`src/rtl/led_breathe_pwm.sv`:
```
// Breathing LED stage: a brightness FSM ramps a level up/hold/down/hold and per-LED PWM
// comparators turn it into duty cycles. Define LED_GAMMA_EN for square-law gamma on duties.
module led_breathe_pwm #(
    parameter int unsigned PWM_BITS     = 8,
    parameter int unsigned PRESCALE     = 4,
    parameter int unsigned STEP_PERIODS = 4,
    parameter int unsigned HOLD_PERIODS = 32
) (
    input  logic                CLK_IN,
    input  logic                RST_IN,
    input  logic                EN_IN,
    output logic                GLED5,
    output logic                RLED1,
    output logic                RLED2,
    output logic                RLED3,
    output logic                RLED4,
    output logic [PWM_BITS-1:0] LEVEL_OUT
);

    localparam int unsigned PrescW = (PRESCALE > 1) ? $clog2(PRESCALE) : 1;
    localparam int unsigned StepW  = (STEP_PERIODS > 1) ? $clog2(STEP_PERIODS) : 1;
    localparam int unsigned HoldW  = (HOLD_PERIODS > 1) ? $clog2(HOLD_PERIODS) : 1;

    localparam logic [PrescW-1:0]   PrescLast = PrescW'(PRESCALE - 1);
    localparam logic [StepW-1:0]    StepLast  = StepW'(STEP_PERIODS - 1);
    localparam logic [HoldW-1:0]    HoldLast  = HoldW'(HOLD_PERIODS - 1);
    localparam logic [PWM_BITS-1:0] Max       = '1;

    typedef enum logic [1:0] {StRise, StHoldHi, StFall, StHoldLo} state_e;

    state_e              state_q, state_d;
    logic [PrescW-1:0]   presc_q, presc_d;
    logic [PWM_BITS-1:0] pwm_cnt_q, pwm_cnt_d;
    logic [StepW-1:0]    step_cnt_q, step_cnt_d;
    logic [HoldW-1:0]    hold_cnt_q, hold_cnt_d;
    logic [PWM_BITS-1:0] level_q, level_d;
    logic [PWM_BITS-1:0] duty_g_q, duty_g_d;
    logic [PWM_BITS-1:0] duty_r13_q, duty_r13_d;
    logic [PWM_BITS-1:0] duty_r24_q, duty_r24_d;
    logic                gled_q, gled_d;
    logic                rled13_q, rled13_d;
    logic                rled24_q, rled24_d;

    logic tick;
    logic period_end;

    assign tick       = EN_IN && (presc_q == PrescLast);
    assign period_end = tick && (pwm_cnt_q == Max);

`ifdef LED_GAMMA_EN
    function automatic logic [PWM_BITS-1:0] gamma(input logic [PWM_BITS-1:0] x);
        logic [2*PWM_BITS-1:0] sq;
        sq = {{PWM_BITS{1'b0}}, x} * {{PWM_BITS{1'b0}}, x};
        return sq[2*PWM_BITS-1 -: PWM_BITS];
    endfunction

    logic [PWM_BITS-1:0] gamma_lvl;
    logic [PWM_BITS-1:0] gamma_inv;
    assign gamma_lvl = gamma(level_q);
    assign gamma_inv = gamma(Max - level_q);
`endif

    always_comb begin
        presc_d   = presc_q;
        pwm_cnt_d = pwm_cnt_q;
        if (EN_IN) begin
            presc_d = (presc_q == PrescLast) ? '0 : presc_q + 1'b1;
        end
        if (tick) begin
            pwm_cnt_d = pwm_cnt_q + 1'b1;
        end
    end

    // Duties sample the pre-update level, so a level change lands one period later.
    always_comb begin
        duty_g_d   = duty_g_q;
        duty_r13_d = duty_r13_q;
        duty_r24_d = duty_r24_q;
        if (period_end) begin
`ifdef LED_GAMMA_EN
            duty_g_d   = gamma_lvl;
            duty_r13_d = gamma_inv;
            duty_r24_d = gamma_lvl >> 1;
`else
            duty_g_d   = level_q;
            duty_r13_d = Max - level_q;
            duty_r24_d = level_q >> 1;
`endif
        end
    end

    always_comb begin
        gled_d   = EN_IN && (pwm_cnt_q < duty_g_q);
        rled13_d = EN_IN && (pwm_cnt_q < duty_r13_q);
        rled24_d = EN_IN && (pwm_cnt_q < duty_r24_q);
    end

    always_comb begin
        state_d    = state_q;
        level_d    = level_q;
        step_cnt_d = step_cnt_q;
        hold_cnt_d = hold_cnt_q;
        if (period_end) begin
            unique case (state_q)
                StRise: begin
                    if (step_cnt_q == StepLast) begin
                        step_cnt_d = '0;
                        level_d    = (level_q == Max) ? Max : level_q + 1'b1;
                        if (level_d == Max) begin
                            state_d    = StHoldHi;
                            hold_cnt_d = '0;
                        end
                    end else begin
                        step_cnt_d = step_cnt_q + 1'b1;
                    end
                end
                StHoldHi: begin
                    if (hold_cnt_q == HoldLast) begin
                        state_d    = StFall;
                        step_cnt_d = '0;
                    end else begin
                        hold_cnt_d = hold_cnt_q + 1'b1;
                    end
                end
                StFall: begin
                    if (step_cnt_q == StepLast) begin
                        step_cnt_d = '0;
                        level_d    = (level_q == '0) ? '0 : level_q - 1'b1;
                        if (level_d == '0) begin
                            state_d    = StHoldLo;
                            hold_cnt_d = '0;
                        end
                    end else begin
                        step_cnt_d = step_cnt_q + 1'b1;
                    end
                end
                StHoldLo: begin
                    if (hold_cnt_q == HoldLast) begin
                        state_d    = StRise;
                        step_cnt_d = '0;
                    end else begin
                        hold_cnt_d = hold_cnt_q + 1'b1;
                    end
                end
                default: state_d = StRise;
            endcase
        end
    end

    always_ff @(posedge CLK_IN or posedge RST_IN) begin
        if (RST_IN) begin
            state_q    <= StRise;
            presc_q    <= '0;
            pwm_cnt_q  <= '0;
            step_cnt_q <= '0;
            hold_cnt_q <= '0;
            level_q    <= '0;
            duty_g_q   <= '0;
            duty_r13_q <= '0;
            duty_r24_q <= '0;
            gled_q     <= 1'b0;
            rled13_q   <= 1'b0;
            rled24_q   <= 1'b0;
        end else begin
            state_q    <= state_d;
            presc_q    <= presc_d;
            pwm_cnt_q  <= pwm_cnt_d;
            step_cnt_q <= step_cnt_d;
            hold_cnt_q <= hold_cnt_d;
            level_q    <= level_d;
            duty_g_q   <= duty_g_d;
            duty_r13_q <= duty_r13_d;
            duty_r24_q <= duty_r24_d;
            gled_q     <= gled_d;
            rled13_q   <= rled13_d;
            rled24_q   <= rled24_d;
        end
    end

    assign GLED5     = gled_q;
    assign RLED1     = rled13_q;
    assign RLED3     = rled13_q;
    assign RLED2     = rled24_q;
    assign RLED4     = rled24_q;
    assign LEVEL_OUT = level_q;

endmodule

```
`config.mk`:
```
export PLATFORM = sky130hd
export DESIGN_NAME = led_breathe_pwm
export DESIGN_NICKNAME = d
export VERILOG_FILES = /design/src/rtl/led_breathe_pwm.sv
export SDC_FILE = /design/constraint.sdc
export NUM_CORES = 1
export LEC_CHECK = 0
export CORE_UTILIZATION = 40
export CTS_CLUSTER_DIAMETER = 60
export CTS_CLUSTER_SIZE = 25
export DETAILED_ROUTE_END_ITERATION = 12
export SETUP_SLACK_MARGIN = 0.1
export SLEW_MARGIN = 20
export SYNTH_ARGS = -nofsm -noshare
export SYNTH_HDL_FRONTEND = slang
export SYNTH_SLANG_ARGS = --single-unit
```
`constraint.sdc`:
```
create_clock -name CLK_IN -period 2.8 [get_ports CLK_IN]
set_input_delay 0.7 -clock CLK_IN [delete_from_list [all_inputs] [get_ports CLK_IN]]
set_output_delay 0.7 -clock CLK_IN [all_outputs]
set_load 0.005 [all_outputs]
```
==> reports/results.ini <==
[sta]
setup_violations = 0
fin_crit_sh_pct = 85.1
fin_skew_ns = 0.00545
rsz0062_at_grt = false
finalMaxSlewViolations = 0
worst_pin_slew_ns = 0.586
fin_tns_setup_ns = 0
clock.fmax_mhz = 419
fin_crit_ns = 2.38
max_slew_margin_pct = 60.9
hold_viol = 0

[place]
hpwl_um = 4500
place_congestion = 0.920
place_area_mm2 = 0.00331
port_buffers = 15

[synthesis]
synth_top_family_by_area = simple AND/OR/NAND/NOR gates
synth_cell_types = 57
yosys_warnings = 0
synth_compound_area_share_pct = 16.9
synth_ff_type = dfrtp_1
synthesis.area_mm2 = 0.00307
synthCells = 321
synth_top_area_share_pct = 37.5
muxShareOfSynthArea_pct = 3.46
yosysTopAreaCell = dfrtp_1
async_flop_share_pct = 100
syn_nets = 357
synth-seq-area-share_pct = 37.5
ys_seq_elements = 46
synth-edff-count = 0
synthAdderAreaFrac_pct = 13.4
synth_simple_gate_area_share_pct = 18.0
syn_area_per_cell_um2 = 9.57
synthXorXnorAreaFrac_pct = 2.85
synth_area_leaders = dfrtp_1, ha_1, o21ai_0

[critical_path]
ff2ff_path_depth = 9
cp.required_ns = 2.99
crit_type = register to register
startpoint = LEVEL_OUT[1]$_DFFE_PP0P_
timing.rr.start = LEVEL_OUT[1]$_DFFE_PP0P_
critPathArrivalTime_ns = 2.58
rr_endpoint = hold_cnt_q[0]$_DFFE_PP0P_
end_kind = register
critPathMaxFanout = 6
cp-start-kind = register
ff2ff_setup_slack_ns = 0.42

[route]
drt_iter0_drc = 81
vias_per_cell = 5.30
first_pass_iters = 4
vias = 2314
wl_per_cell_um = 14.3
antenna_left = 0
post-route-drc-count = 0
finalWirelength_um = 6230

[floorplanning]
core_mm2 = 0.00733
die_area_mm2 = 0.00804
start_util_pct = 41.9
num_rows = 31
pin_count = 16
chipWidth_um = 89.7
die_y_um = 89.7

[hold_path]
min-delay-start = hold_cnt_q[3]$_DFFE_PP0P_
hold_path.class = register to register
min_path_cells = 1
hold_end = hold_cnt_q[3]$_DFFE_PP0P_

[cts]
tritoncts = done
clk_pin_slew_worst_paths_ns = 0.09
cts_setup_buffers = 0
cts_made_buffers = 5
cts_root_buf = clkbuf_8
htreeDepth = 2
clkLatencyLatePin_ns = 0.31
holdBufCountCts = 0
numClockSinks = 46
cts_resized = 0
cts_max_path_buffers = 2

[finish]
final_common_cell = dfrtp_1
final_cell_mix = dfrtp_1, ha_1, inv_1
fillers = 713
utilization_pct = 46.4
finalInstanceArea_mm2 = 0.00340
drive_above_1_share_pct = 11.5
syn_to_final_growth_pct = 10.6
num_antenna_cells = 0
nets = 373

[pwr]
power.total_uw = 1450
ir_worst_vdd_uv = 213
leakage_uw = 0.00159
power_density_mw_per_mm2 = 428

[global_routing]
grtUsageTotal_pct = 17.3
antenna_found_initial = 0
grt_max_degree = 47
gr-total-overflow = 0
grt_pass1_vias = 2194
grt_pass1_wl_um = 10500

[run_status]
status = completed

[job]
drv_cap = 0

-- cell families after synthesis --
group / after synthesis
adders and majority gates: 33
and+or+nand+nor: 97
muxes: 9
AOI/OAI and AO/OA: 79
xor gates and xnor gates: 10
buffers and inverters: 47
DFF: 46
-- worst max-delay path by stage --
stage                                 to  slack, ns  cells after the start
4_1_cts        hold_cnt_q[0]$_DFFE_PP0P_       0.44                      9
3_3_place_gp   hold_cnt_q[0]$_DFFE_PP0P_       0.14                      6
6_report       hold_cnt_q[0]$_DFFE_PP0P_       0.42                      9
3_5_place_dp   hold_cnt_q[0]$_DFFE_PP0P_       0.14                      6
5_1_grt        hold_cnt_q[0]$_DFFE_PP0P_       0.25                      9
2_1_floorplan     state_q[1]$_DFFE_PP0P_       0.59                      9
-- metrics by stage --
stage	hold slack [ns]	worst slack, ns	cells
after floorplan	0.430	0.586	321
after global placement	0.454	0.142	429
after detailed placement	0.454	0.139	429
after CTS	0.472	0.439	437
after global routing	0.497	0.254	437
final	0.462	0.416	437
-- critical path: stages (launching register included) --
cell and delay [ns]:
dfrtp_1 0.45, inv_1 0.12, ha_1 0.22, nor4b_2 0.27
nand2_1 0.20, a31oi_1 0.22, and4_1 0.23, buf_4 0.16
nand3_4 0.09, mux2_4 0.31
-- area by class of cell --
cell class,instances,area [um^2],share of cell area (%)
multi-input combinational,228,1690,49.6
timing repair buffer,26,233,6.85
inverter,30,113,3.31
clock buffer,7,86.3,2.54
clock inverter,1,5.00,0.147
sequential,46,1150,33.9
tap,99,124,3.65
-- power breakdown --
part / leakage [uW] / internal, uW / switching, uW
clock network: 0.0000482 / 200 / 230
registers: 0.000573 / 714 / 62.6
logic: 0.000971 / 141 / 107
total: 0.00159 / 1050 / 399
-- routing by layer --
metal	GRT usage [%]	wire length, um
met2	28.7	2940
met1	22.3	3010
met5	0	0
met3	4.11	200
met4	5.63	77
-- Yosys cell counts (all sizes together) (3+ instances only) --
master	instances
o21a	7
nand3	13
a21oi	11
buf	13
nand2b	4
dfrtp	46
mux2	7
xnor2	8
o21ai	25
o211ai	4
nor4	4
and4	3
nand2	27
ha	33
and3	3
a31o	3
nor3	5
clkbuf	4
nor2	21
nand4	4
inv	30
a21o	5
a31oi	7
-- registers in the layout, indices dropped and copies added (netlist names) --
signal      count
hold_cnt_q      5
RLED1           1
RLED2           1
duty_g_q        8
presc_q         2
GLED5           1
step_cnt_q      2
duty_r13_q      8
pwm_cnt_q       8
LEVEL_OUT       8
state_q         2
No activity file was read; power rests on OpenSTA's default activity.
